## config.mk

```make
export PLATFORM = sky130hd
export DESIGN_NAME = sad_wta_select
export DESIGN_NICKNAME = d
export VERILOG_FILES = /design/src/rtl/sad_wta_select.sv
export SDC_FILE = /design/constraint.sdc
export NUM_CORES = 1
export LEC_CHECK = 0
export ABC_AREA = 1
export CAP_MARGIN = 20
export CORE_ASPECT_RATIO = 2
export CORE_MARGIN = 2
export CORE_UTILIZATION = 35
export DETAILED_ROUTE_END_ITERATION = 8
export DONT_BUFFER_PORTS = 1
export GPL_ROUTABILITY_DRIVEN = 0
export PLACE_DENSITY = 0.45
export SLEW_MARGIN = 20
export SYNTH_ARGS = -nofsm -noshare
export SYNTH_HDL_FRONTEND = slang
export SYNTH_SLANG_ARGS = --single-unit
```

## constraint.sdc

```tcl
create_clock -name clka -period 5.4 [get_ports clka]
set_input_delay 1.08 -clock clka [delete_from_list [all_inputs] [get_ports clka]]
set_output_delay 1.08 -clock clka [all_outputs]
set_load 0.02 [all_outputs]
```

## src/rtl/sad_wta_select.sv

```systemverilog
// sad_wta_select: accumulates |left - right| over one NxN window per candidate
// disparity, then picks the lowest-SAD disparity (winner-take-all) for each
// output pixel. Pixel pairs arrive in window order from the BRAM sequencer.
module sad_wta_select #(
    parameter int NUM_OF_WIN = 64,
    parameter int PIX_W      = 8,
    parameter int SAD_W      = 14
) (
    input  logic             clka,
    input  logic             reset_n,
    input  logic             go,
    input  logic [2:0]       window,
    input  logic [17:0]      num_pix,
    input  logic             in_valid,
    output logic             in_ready,
    input  logic [PIX_W-1:0] left_pix,
    input  logic [PIX_W-1:0] right_pix,
    output logic             out_valid,
    input  logic             out_ready,
    output logic [5:0]       out_disp,
    output logic [SAD_W-1:0] out_sad,
    output logic             busy,
    output logic             done,
    output logic             err
);

    typedef enum logic [1:0] {
        IDLE    = 2'd0,
        ACCUM   = 2'd1,
        COMPARE = 2'd2,
        OUTPUT  = 2'd3
    } state_t;

    localparam logic [5:0] LAST_DISP = 6'(NUM_OF_WIN - 1);

    state_t           state;
    state_t           state_nxt;

    logic [5:0]       win_len;      // samples per window: 9, 25 or 49
    logic [17:0]      num_pix_r;
    logic [17:0]      pix_cnt;
    logic [17:0]      pix_inc;
    logic [5:0]       sample_cnt;
    logic [5:0]       disp_cnt;
    logic [5:0]       best_disp;
    logic [SAD_W-1:0] acc;
    logic [SAD_W-1:0] best_sad;
    logic             done_r;
    logic             err_r;

    // Absolute difference of two unsigned pixels, formed as a signed
    // subtraction one bit wider than needed so the sign is never lost.
    function automatic logic [PIX_W:0] abs_diff(input logic [PIX_W-1:0] a,
                                                input logic [PIX_W-1:0] b);
        logic signed [PIX_W+1:0] d;
        logic signed [PIX_W+1:0] m;
        d = $signed({2'b00, a}) - $signed({2'b00, b});
        m = (d < 0) ? -d : d;
        return m[PIX_W:0];
    endfunction

    // Only odd square windows 3x3, 5x5 and 7x7 are supported.
    function automatic logic window_legal(input logic [2:0] w);
        return (w == 3'b011) || (w == 3'b101) || (w == 3'b111);
    endfunction

    function automatic logic [5:0] window_samples(input logic [2:0] w);
        logic [5:0] n;
        case (w)
            3'b011:  n = 6'd9;
            3'b101:  n = 6'd25;
            3'b111:  n = 6'd49;
            default: n = 6'd0;
        endcase
        return n;
    endfunction

    // Widen a pixel difference to accumulator width; 49*255 cannot overflow SAD_W.
    function automatic logic [SAD_W-1:0] acc_add(input logic [SAD_W-1:0] a,
                                                 input logic [PIX_W:0]   d);
        return a + {{(SAD_W-PIX_W-1){1'b0}}, d};
    endfunction

    assign pix_inc = pix_cnt + 18'd1;
    assign done    = done_r;
    assign err     = err_r;

    // State register.
    always_ff @(posedge clka) begin
        if (!reset_n) begin
            state <= IDLE;
        end else begin
            state <= state_nxt;
        end
    end

    // Next-state decode and handshake/result outputs.
    always_comb begin
        state_nxt = state;
        in_ready  = 1'b0;
        out_valid = 1'b0;
        busy      = 1'b1;
        out_disp  = '0;
        out_sad   = '0;
        case (state)
            IDLE: begin
                busy = 1'b0;
                if (go && window_legal(window) && (num_pix != 18'd0)) begin
                    state_nxt = ACCUM;
                end
            end
            ACCUM: begin
                in_ready = 1'b1;
                if (in_valid && (sample_cnt == win_len - 6'd1)) begin
                    state_nxt = COMPARE;
                end
            end
            COMPARE: begin
                state_nxt = (disp_cnt == LAST_DISP) ? OUTPUT : ACCUM;
            end
            OUTPUT: begin
                out_valid = 1'b1;
                out_disp  = best_disp;
                out_sad   = best_sad;
                if (out_ready) begin
                    state_nxt = (pix_inc == num_pix_r) ? IDLE : ACCUM;
                end
            end
            default: state_nxt = IDLE;
        endcase
    end

    // Counters, SAD accumulator, running minimum and status pulses.
    always_ff @(posedge clka) begin
        if (!reset_n) begin
            win_len    <= '0;
            num_pix_r  <= '0;
            pix_cnt    <= '0;
            sample_cnt <= '0;
            disp_cnt   <= '0;
            best_disp  <= '0;
            acc        <= '0;
            best_sad   <= '0;
            done_r     <= 1'b0;
            err_r      <= 1'b0;
        end else begin
            done_r <= 1'b0;
            err_r  <= 1'b0;
            case (state)
                IDLE: begin
                    if (go) begin
                        if (window_legal(window)) begin
                            win_len   <= window_samples(window);
                            num_pix_r <= num_pix;
                            if (num_pix == 18'd0) begin
                                done_r <= 1'b1;
                            end else begin
                                pix_cnt    <= '0;
                                sample_cnt <= '0;
                                disp_cnt   <= '0;
                                best_disp  <= '0;
                                acc        <= '0;
                                best_sad   <= '1;
                            end
                        end else begin
                            err_r <= 1'b1;
                        end
                    end
                end
                ACCUM: begin
                    if (in_valid) begin
                        acc        <= acc_add(acc, abs_diff(left_pix, right_pix));
                        sample_cnt <= sample_cnt + 6'd1;
                    end
                end
                COMPARE: begin
                    // Strict compare: on a tie the earlier (lower) disparity stays.
                    if (acc < best_sad) begin
                        best_sad  <= acc;
                        best_disp <= disp_cnt;
                    end
                    acc        <= '0;
                    sample_cnt <= '0;
                    if (disp_cnt != LAST_DISP) begin
                        disp_cnt <= disp_cnt + 6'd1;
                    end
                end
                OUTPUT: begin
                    if (out_ready) begin
                        pix_cnt  <= pix_inc;
                        disp_cnt <= '0;
                        best_sad <= '1;
                        if (pix_inc == num_pix_r) begin
                            done_r <= 1'b1;
                        end
                    end
                end
                default: ;
            endcase
        end
    end

endmodule

```

==> out/qor.txt, run 1 <==
========================================================================================
FFs w/ async S/R, synth                                                                0
Post-layout minimum cycle time                                                   4.07 ns
Final Routed Wirelength                                                         15700 um
I/O pin count                                                                         67
Stages on worst setup path                                                            25
CP arrival                                                                       4.34 ns
Worst r2r src                                                                   state[0]
Overall fraction of global-route tracks in use                                     0.168
Path type of the worst setup path                                           input pin to flip-flop
Worst slack on hold paths                                                       0.470 ns
Sequential element share of the synthesized area                                   0.289
Fill cell count                                                                     1971
Transition time at the pin with the least slew margin                           0.942 ns
Number of clock sinks seen by CTS                                                     90
Path category of the worst min-delay check                                  flip-flop to flip-flop
CP Launch Point                                                              left_pix[0]
Synth warnings                                                                         0
Core box area                                                                17600 sq um
Worst setup slack for register-to-register paths                                 2.67 ns
Distinct cell type count after synthesis                                              51
Slowest-stage cell, CP                                                              fa_1
Number of hold violations in the final report                                          0
Synthesized flop and latch total                                                      90
Clock buffers created by TritonCTS                                                     9
Largest net degree at the start of global routing                                     46
Setup repair after global routing missed its margin                                false
Worst max-slew margin expressed relative to the limit                              0.370
Crit path max fanout                                                                   6
Worst setup path end                                                              acc[7]
Starting Density                                                                   0.353
DR vias                                                                             5804
Number of setup buffers added after CTS                                                0
Routed wire per std cell                                                         13.4 um
Critical Path Sink Type                                                        flip-flop
Worst-skew pair later-pin latency                                                0.34 ns
Buffers on Ports                                                                       0
First-pass GRT wire length                                                      25900 um
Root buf cell                                                                  clkbuf_16
Category of cells accounting for the largest share of critical-path delay   compound AO/OA/AOI/OAI gates
Clock transition at the registers of the reported paths                          0.07 ns
Setup TNS                                                                           0 ns
Hpwl dp                                                                         12000 um
Category of the worst setup path launch point                                  input pin
Placed instance area                                                          6400 sq um
Worst voltage drop across the vdd grid                                            152 uV
Worst Clk Skew                                                                0.00648 ns
Maximum count of clock buffers along a single path                                     2
Final Instance Area                                                           6680 sq um
Sequential standard cell area                                                 1800 sq um
Power density cells                                                          277 nW/um^2
Worst reg2reg endpoint                                                            acc[2]
Register-to-Register Path Depth                                                       11
Synth Instances                                                                      969
Number of DRC markers in iteration 0                                                 214
Lkg Pwr                                                                          3.02 nW
Number of placement rows                                                              69
Die Footprint                                                                18900 sq um
Data required time of the worst path                                             5.67 ns
Ratio of cells with drive above 1 in the final layout                             0.0688
Final layout net count                                                              1039
Mapped Avg Cell Area                                                          6.42 sq um
Run status                                                                  complete, no violations
Remaining DRCs                                                                         0
Number of global-route vias before repair                                           5248
Number of synthesized flops with an enable pin                                         0
Worst path most repeated cell                                                    nand2_1
Clock tree from TritonCTS                                                           done
Hold buffer count at cts                                                               0
Peak per-stage delay on the critical path                                        0.40 ns
Per-cell via count in the routed design                                             4.95
Vert. Die Dim                                                                     193 um
Final period utilization                                                           0.754
Main flop type after synthesis                                                   dfxtp_1
Total gr overflow                                                                      0
Number of antenna diodes                                                               0
Pins Over Slew Limit                                                                   0
Count of maximum capacitance violations                                                0
Final Setup Violations                                                                 0
DR pass1 iterations                                                                    6
H-tree lvl count                                                                       3
Post-cts sizing count                                                                  0
Initial antenna violation count                                                        0
Antenna Nets Post-Route                                                                0
Die W                                                                            98.3 um
Multi-input gate area in the final layout                                     3760 sq um
Syn_nets                                                                            1053
Achievable frequency                                                             246 MHz
Post-synthesis cell area                                                      6220 sq um
Layout overhead on the synthesized area                                            7.24%
Crit path buf inv count                                                                5
========================================================================================
routing by layer:
layer | routed length (um) | global-route usage | vias up
met3 | 472 | 0.0232 | 9
met2 | 7090 | 0.266 | 75
met5 | 0 | 0 | -
li1 | - | - | 3113
met4 | 190 | 0.0506 | 0
met1 | 7980 | 0.238 | 2607
power by group:
| group | switching [mW] | leakage, nW | internal, mW | total (mW) |
|---|---|---|---|---|
| registers | 0.0435 | 0.733 | 0.720 | 0.763 |
| clock network | 0.287 | 0.140 | 0.316 | 0.604 |
| logic | 0.309 | 2.14 | 0.171 | 0.480 |
cells in the mapped netlist (3+ instances only):
cell type | number | area share
nand3_2 | 3 | 0.0048
clkbuf_1 | 18 | 0.011
a21oi_1 | 108 | 0.087
inv_1 | 136 | 0.082
nor2_4 | 4 | 0.0072
nor3_1 | 8 | 0.0064
nand2_2 | 13 | 0.013
nor2_2 | 6 | 0.0060
dfxtp_1 | 90 | 0.29
o21ai_0 | 43 | 0.035
ha_1 | 40 | 0.080
nor2_1 | 97 | 0.058
xnor2_1 | 7 | 0.0098
a21o_1 | 3 | 0.0036
nand4_1 | 14 | 0.014
inv_2 | 4 | 0.0024
nand3_1 | 90 | 0.072
nand2_1 | 217 | 0.13
o21ai_1 | 5 | 0.0040
o22ai_1 | 3 | 0.0030
or2_2 | 4 | 0.0040
o21a_1 | 3 | 0.0036
buf_2 | 7 | 0.0056
xor2_1 | 11 | 0.015
kinds of logic after synthesis:
kind of cell | synth area share
AOI/OAI and AO/OA | 0.155
xor gates and xnor gates | 0.0289
adders and majority gates | 0.0868
buffers and inverters | 0.107
DFF | 0.289
and+or+nand+nor | 0.332
through the flow:
stage	power, mW	util	worst slack [ns]	cells
after floorplan	1.16	-	1.30	969
after global placement	1.26	0.363	1.01	1157
after detailed placement	1.26	0.363	0.951	1157
after CTS	1.88	0.379	1.32	1173
after global routing	1.98	0.379	0.882	1173
final	1.85	0.379	1.33	1173
layout by cell type (no fill, tap or decap), types with 9 or more instances in the layout:
master | netlist | layout
a21oi_1 | 108 | 108
clkbuf_16 | 0 | 9
dfxtp_1 | 90 | 90
ha_1 | 40 | 40
inv_1 | 136 | 136
nand2_1 | 217 | 217
nand2_2 | 13 | 13
nand3_1 | 90 | 90
nand4_1 | 14 | 14
nor2_1 | 97 | 97
o21ai_0 | 43 | 43
xor2_1 | 11 | 11
worst min path at each step:
stage	startpoint	depth (start not counted)	endpoint
global route	num_pix_r[2]	2	num_pix_r[2]
detailed placement	win_len[3]	2	win_len[3]
global placement	num_pix_r[11]	2	num_pix_r[11]
CTS	win_len[3]	2	win_len[3]
finish	win_len[3]	2	win_len[3]
floorplan	num_pix_r[11]	2	num_pix_r[11]
sequential cells by signal, summed over array words and instances, names as in the netlist:
name / cells
pix_cnt: 18
disp_cnt: 6
sample_cnt: 6
err: 1
num_pix_r: 18
state: 2
win_len: 4
done: 1
best_sad: 14
acc: 14
best_disp: 6
worst register-to-register path, cell delays in order (launching register included):
cell	delay, ns
dfxtp_1	0.43
inv_1	0.09
ha_1	0.28
inv_1	0.29
o22ai_1	0.12
nor2_1	0.09
nand2_1	0.39
nor2_4	0.35
inv_1	0.18
a21oi_1	0.15
o21ai_0	0.15
a21oi_1	0.15
cell type report:
cell class,count,area share
multi-input combinational,707,0.563
sequential,90,0.270
inverter,143,0.0806
tap,213,0.0399
clock buffer,9,0.0337
clock inverter,7,0.00806
timing repair buffer,4,0.00450
Note: power is estimated with default switching activity, not from simulation.
==> inputs of run 2 (changes only) <==
--- a/config.mk
+++ b/config.mk
@@ -13,7 +13,7 @@
 export DETAILED_ROUTE_END_ITERATION = 8
 export DONT_BUFFER_PORTS = 1
 export GPL_ROUTABILITY_DRIVEN = 0
-export PLACE_DENSITY = 0.45
+export PLACE_DENSITY = 0.47
 export SLEW_MARGIN = 20
 export SYNTH_ARGS = -nofsm -noshare
 export SYNTH_HDL_FRONTEND = slang
==> constraint.sdc (replaced) <==
create_clock -name clka -period 3.31 [get_ports clka]
set_input_delay 0.662 -clock clka [delete_from_list [all_inputs] [get_ports clka]]
set_output_delay 0.662 -clock clka [all_outputs]
set_load 0.02 [all_outputs]
==> run 2 against run 1 <==
Against the previous run: critical path depth did not move; total power rose by 81%; final cell count is 2.9% higher; via count increased by 3.6%; global-route usage increased by 0.18 points; sequential share of layout area shrank 2.0 points; count of clock-buffer cells in the layout grew 2; worst setup slack got worse by 1.2 ns; sequential power increased by 64%; highest routed layer unchanged; register-to-register slack worse by 1.7 ns.
==> out/qor.txt, run 2 (synthesized netlist as in run 1, its figures left out) <==
========================================================================================
Worst voltage drop across the vdd grid                                            221 uV
Number of hold violations in the final report                                          0
Setup TNS                                                                           0 ns
Path category of the worst min-delay check                                  input pin to flip-flop
Fill cell count                                                                     1937
DR pass1 iterations                                                                    5
Final layout net count                                                              1073
CP arrival                                                                       3.46 ns
I/O pin count                                                                         67
Final Setup Violations                                                                 0
Number of DRC markers in iteration 0                                                 255
Largest net degree at the start of global routing                                     46
Critical Path Sink Type                                                        flip-flop
Largest registers in the final layout                                       num_pix_r: 18 flops, pix_cnt: 18 flops
Worst-skew pair later-pin latency                                                0.35 ns
Worst max-slew margin expressed relative to the limit                              0.344
Antenna Nets Post-Route                                                                0
Category of the worst setup path launch point                                  input pin
Crit path buf inv count                                                                3
Final period utilization                                                           0.959
Path type of the worst setup path                                           input pin to flip-flop
Count of maximum capacitance violations                                                0
Remaining DRCs                                                                         0
Initial antenna violation count                                                        0
Total gr overflow                                                                      0
Vert. Die Dim                                                                     193 um
Transition time at the pin with the least slew margin                           0.980 ns
Achievable frequency                                                             315 MHz
Number of global-route vias before repair                                           5502
Per-cell via count in the routed design                                             4.98
Post-layout minimum cycle time                                                   3.17 ns
Data required time of the worst path                                             3.60 ns
Setup repair after global routing missed its margin                                 true
Worst Clk Skew                                                                0.00924 ns
Layout overhead on the synthesized area                                            15.8%
Routed wire per std cell                                                         13.2 um
First-pass GRT wire length                                                      26400 um
Category of cells accounting for the largest share of critical-path delay   simple AND/OR/NAND/NOR gates
Worst slack on hold paths                                                       0.433 ns
Number of placement rows                                                              69
Worst path most repeated cell                                                    nand2_1
Clock tree from TritonCTS                                                           done
Run status                                                                  complete, no violations
Worst setup slack for register-to-register paths                                 0.93 ns
Power density cells                                                          465 nW/um^2
H-tree lvl count                                                                       3
Core box area                                                                17600 sq um
DR vias                                                                             6011
Die W                                                                            98.3 um
Crit path max fanout                                                                   6
Die Footprint                                                                18900 sq um
Hpwl dp                                                                         11800 um
Commonest cells after routing, fill and taps aside                          nand2_1, inv_1, a21oi_1
Final Routed Wirelength                                                         15900 um
Number of antenna diodes                                                               0
Slowest-stage cell, CP                                                              fa_2
Buffers on Ports                                                                       0
Root buf cell                                                                  clkbuf_16
Hold buffer count at cts                                                               0
Ratio of cells with drive above 1 in the final layout                              0.150
Pins Over Slew Limit                                                                   0
Number of clock sinks seen by CTS                                                     90
Clock buffers created by TritonCTS                                                     9
Overall fraction of global-route tracks in use                                     0.170
Most common cell after layout, fill and taps aside                               nand2_1
Peak per-stage delay on the critical path                                        0.41 ns
Clock transition at the registers of the reported paths                          0.07 ns
Lkg Pwr                                                                          3.21 nW
Maximum count of clock buffers along a single path                                     2
Starting Density                                                                   0.353
========================================================================================
-- run 2: timing repair --
action | CTS | global route
hold endpoints to repair | 0 | 0
setup endpoints to repair | 1 | 9
pin swaps | 1 | 31
setup buffers | 0 | 3
gates resized for setup | 0 | 39
-- run 2: area by class of cell --
cell class | instances | area, sq um | share of cell area
clock buffers | 11 | 243 | 0.0337
flip-flops and latches | 90 | 1800 | 0.250
well taps | 213 | 267 | 0.0370
multi-input cells | 707 | 3990 | 0.553
clock inverters | 5 | 77.6 | 0.0108
repair buffers | 38 | 285 | 0.0396
inverters | 143 | 548 | 0.0760
-- run 2: worst register-to-register path: cells and delay by family (launching register included) --
family	cells	cell delay [ns]
compound gates	1	0.14
simple gates	4	0.50
buf+inv	4	0.92
flops	1	0.42
fa+ha+maj	1	0.28
-- run 2: per-stage QoR --
| step | worst slack [ns] | utilization | instance area [sq um] | total power, mW | instances |
|---|---|---|---|---|---|
| after floorplan | -0.195 | - | 6300 | 1.92 | 969 |
| after global placement | -0.356 | 0.381 | 6710 | 2.18 | 1188 |
| after detailed placement | -0.367 | 0.381 | 6710 | 2.18 | 1188 |
| after CTS | 0.00326 | 0.399 | 7030 | 3.33 | 1204 |
| after global routing | -0.0684 | 0.409 | 7210 | 3.57 | 1207 |
| final | 0.137 | 0.409 | 7210 | 3.35 | 1207 |
-- run 2: final timing paths --
check	startpoint	endpoint	cells after the start
worst max-delay path	left_pix[0]	acc[10]	25
worst min register to register	num_pix_r[11]	num_pix_r[11]	2
worst min-delay path	reset_n	best_sad[5]	2
worst max register to register	state[0]	best_sad[0]	10
-- run 2: layer usage --
| metal | global-route usage | vias up | wire (um) |
|---|---|---|---|
| met3 | 0.0308 | 14 | 635 |
| met4 | 0.0490 | 0 | 192 |
| met2 | 0.276 | 82 | 7380 |
| met5 | 0 | - | 0 |
| li1 | - | 3182 | - |
| met1 | 0.230 | 2733 | 7690 |
-- run 2: power by group --
group	internal [mW]	leakage [nW]	switching, mW	total [mW]
registers	1.18	0.733	0.0741	1.25
logic	0.398	2.32	0.568	0.965
clock network	0.681	0.156	0.455	1.14
total	2.25	3.21	1.10	3.35
==> inputs of run 3 (changes only) <==
--- a/config.mk
+++ b/config.mk
@@ -9,11 +9,12 @@
 export CAP_MARGIN = 20
 export CORE_ASPECT_RATIO = 2
 export CORE_MARGIN = 2
-export CORE_UTILIZATION = 35
+export CORE_UTILIZATION = 47
+export CTS_BUF_LIST = sky130_fd_sc_hd__clkbuf_8 sky130_fd_sc_hd__clkbuf_16
 export DETAILED_ROUTE_END_ITERATION = 8
 export DONT_BUFFER_PORTS = 1
 export GPL_ROUTABILITY_DRIVEN = 0
-export PLACE_DENSITY = 0.47
+export PLACE_DENSITY = 0.6
 export SLEW_MARGIN = 20
 export SYNTH_ARGS = -nofsm -noshare
 export SYNTH_HDL_FRONTEND = slang
==> run 3 against run 2 <==
Against the previous run: maximum frequency down 1.2%; clock power fell by 11%; sequential cell count did not move; clock skew decreased by 0.0020 ns; count of clock-buffer cells in the layout shrank 2; total power decreased by 2.5%; first-iteration DRC count decreased by 11%; critical path type unchanged; largest cell class unchanged.
==> out/qor.txt, run 3 (synthesized netlist as in run 1, its figures left out) <==
======================================================================
Run status                                                complete, no violations
Worst max-slew margin expressed relative to the limit            0.413
Largest net degree at the start of global routing                   46
Antenna Nets Post-Route                                              0
Clock transition at the registers of the reported paths        0.07 ns
Path category of the worst min-delay check                flip-flop to flip-flop
Die Footprint                                              14200 sq um
Path type of the worst setup path                         input pin to flip-flop
Category of the worst setup path launch point                input pin
Initial antenna violation count                                      0
Number of clock sinks seen by CTS                                   90
Clock buffers created by TritonCTS                                   9
Starting Density                                                 0.479
Placed cell count                                                 1128
Number of global-route vias before repair                         6127
Final Setup Violations                                               0
Root buf cell                                                clkbuf_16
H-tree lvl count                                                     3
Final Instance Area                                         7120 sq um
Buffers on Ports                                                     0
Pins Over Slew Limit                                                 0
Worst voltage drop across the vdd grid                          290 uV
Largest registers in the final layout                     num_pix_r: 18 flops, pix_cnt: 18 flops
Worst setup path end                                           acc[10]
Register-to-Register Path Depth                                     10
Commonest cells after routing, fill and taps aside        nand2_1, inv_1, a21oi_1
Final layout net count                                            1073
Transition time at the pin with the least slew margin         0.877 ns
Die W                                                          85.4 um
Achievable frequency                                           312 MHz
Final period utilization                                         0.970
Vert. Die Dim                                                   167 um
CP Launch Point                                            left_pix[0]
Per-cell via count in the routed design                           5.43
Worst-skew pair later-pin latency                              0.34 ns
Count of maximum capacitance violations                              0
Final Routed Wirelength                                       17100 um
Power density cells                                        459 nW/um^2
Data required time of the worst path                           3.59 ns
Worst slack on hold paths                                     0.451 ns
Core box area                                              13000 sq um
Routed wire per std cell                                       14.9 um
Number of placement rows                                            59
Worst r2r src                                                 state[0]
Remaining DRCs                                                       0
Critical Path Sink Type                                      flip-flop
Setup slack at placement                                     -0.394 ns
Overall power of the completed layout                          3.27 mW
Post-layout minimum cycle time                                 3.21 ns
Setup TNS                                                         0 ns
DR vias                                                           6209
I/O pin count                                                       67
DR pass1 iterations                                                  6
Clock tree from TritonCTS                                         done
Lkg Pwr                                                        3.23 nW
Busiest layer in global routing                                   met2
Layout overhead on the synthesized area                          14.4%
Final core occ                                                   0.548
Number of hold violations in the final report                        0
Crit path max fanout                                                 6
Placed instance area                                        6660 sq um
Most common cell after layout, fill and taps aside             nand2_1
Maximum count of clock buffers along a single path                   2
Non-Filler Instances                                              1144
Overall fraction of global-route tracks in use                   0.246
Setup repair after global routing missed its margin               true
Worst setup slack for register-to-register paths               0.90 ns
Number of antenna diodes                                             0
First-pass GRT wire length                                    27700 um
Setup slack after layout                                      0.100 ns
Global-route met2 utilization                                    0.482
Hpwl dp                                                       13400 um
GRT met3 Usage                                                  0.0367
CP arrival                                                     3.49 ns
Ratio of cells with drive above 1 in the final layout            0.151
Total gr overflow                                                    0
Worst reg2reg endpoint                                     best_sad[9]
GR met1 Demand/Resource                                          0.220
Worst Clk Skew                                              0.00723 ns
Number of DRC markers in iteration 0                               227
======================================================================
## run 3: worst max-delay path, stage by stage
cell and delay, ns:
inv_8 0.01, ha_4 0.14, fa_2 0.35, inv_2 0.06, nand3_2 0.06, nand2_2 0.08, a21oi_2 0.05, o21ai_2 0.15
a21o_1 0.14, nand2_2 0.06, nand2_4 0.14, nand2_4 0.07, o21ai_4 0.06, inv_2 0.05, fa_2 0.41, nor2_4 0.12
o21ai_2 0.06, nand2_1 0.08, nand2_1 0.06, o211ai_1 0.11, nand2_1 0.07, nand2_1 0.08, nand2_1 0.07, or2_4 0.23
a21oi_2 0.10
## run 3: power breakdown
part	internal (mW)	total [mW]	switching [mW]
clock	0.577	1.02	0.444
combinational	0.401	0.996	0.595
sequential	1.18	1.25	0.0745
total	2.15	3.27	1.11
## run 3: worst min path at each step
stage	start	to	slack, ns	cells after the start
final	num_pix_r[11]	num_pix_r[11]	0.45	2
after detailed placement	num_pix_r[11]	num_pix_r[11]	0.45	2
after floorplan	num_pix_r[11]	num_pix_r[11]	0.43	2
after global placement	num_pix_r[11]	num_pix_r[11]	0.44	2
after CTS	reset_n	best_sad[12]	0.43	2
after global routing	reset_n	best_sad[6]	0.43	2
## run 3: layout make-up
class                   instances  area, sq um
multi-input cells             707         3990
inverters                     143          548
fillers                      1355         5870
well taps                     152          190
flip-flops and latches         90         1800
repair buffers                 38          310
clock inverters                 5         57.6
clock buffers                   9          225
## run 3: routing by layer
metal,wire [um],vias up
met5,0,-
met4,1040,0
met3,407,60
met2,9790,130
met1,5820,2843
li1,-,3176
## run 3: repair_timing
action,CTS,global route
setup buffers,0,2
pin swaps,5,36
hold buffers,0,0
hold endpoints to repair,0,0
setup endpoints to repair,1,9
gates resized for setup,2,44
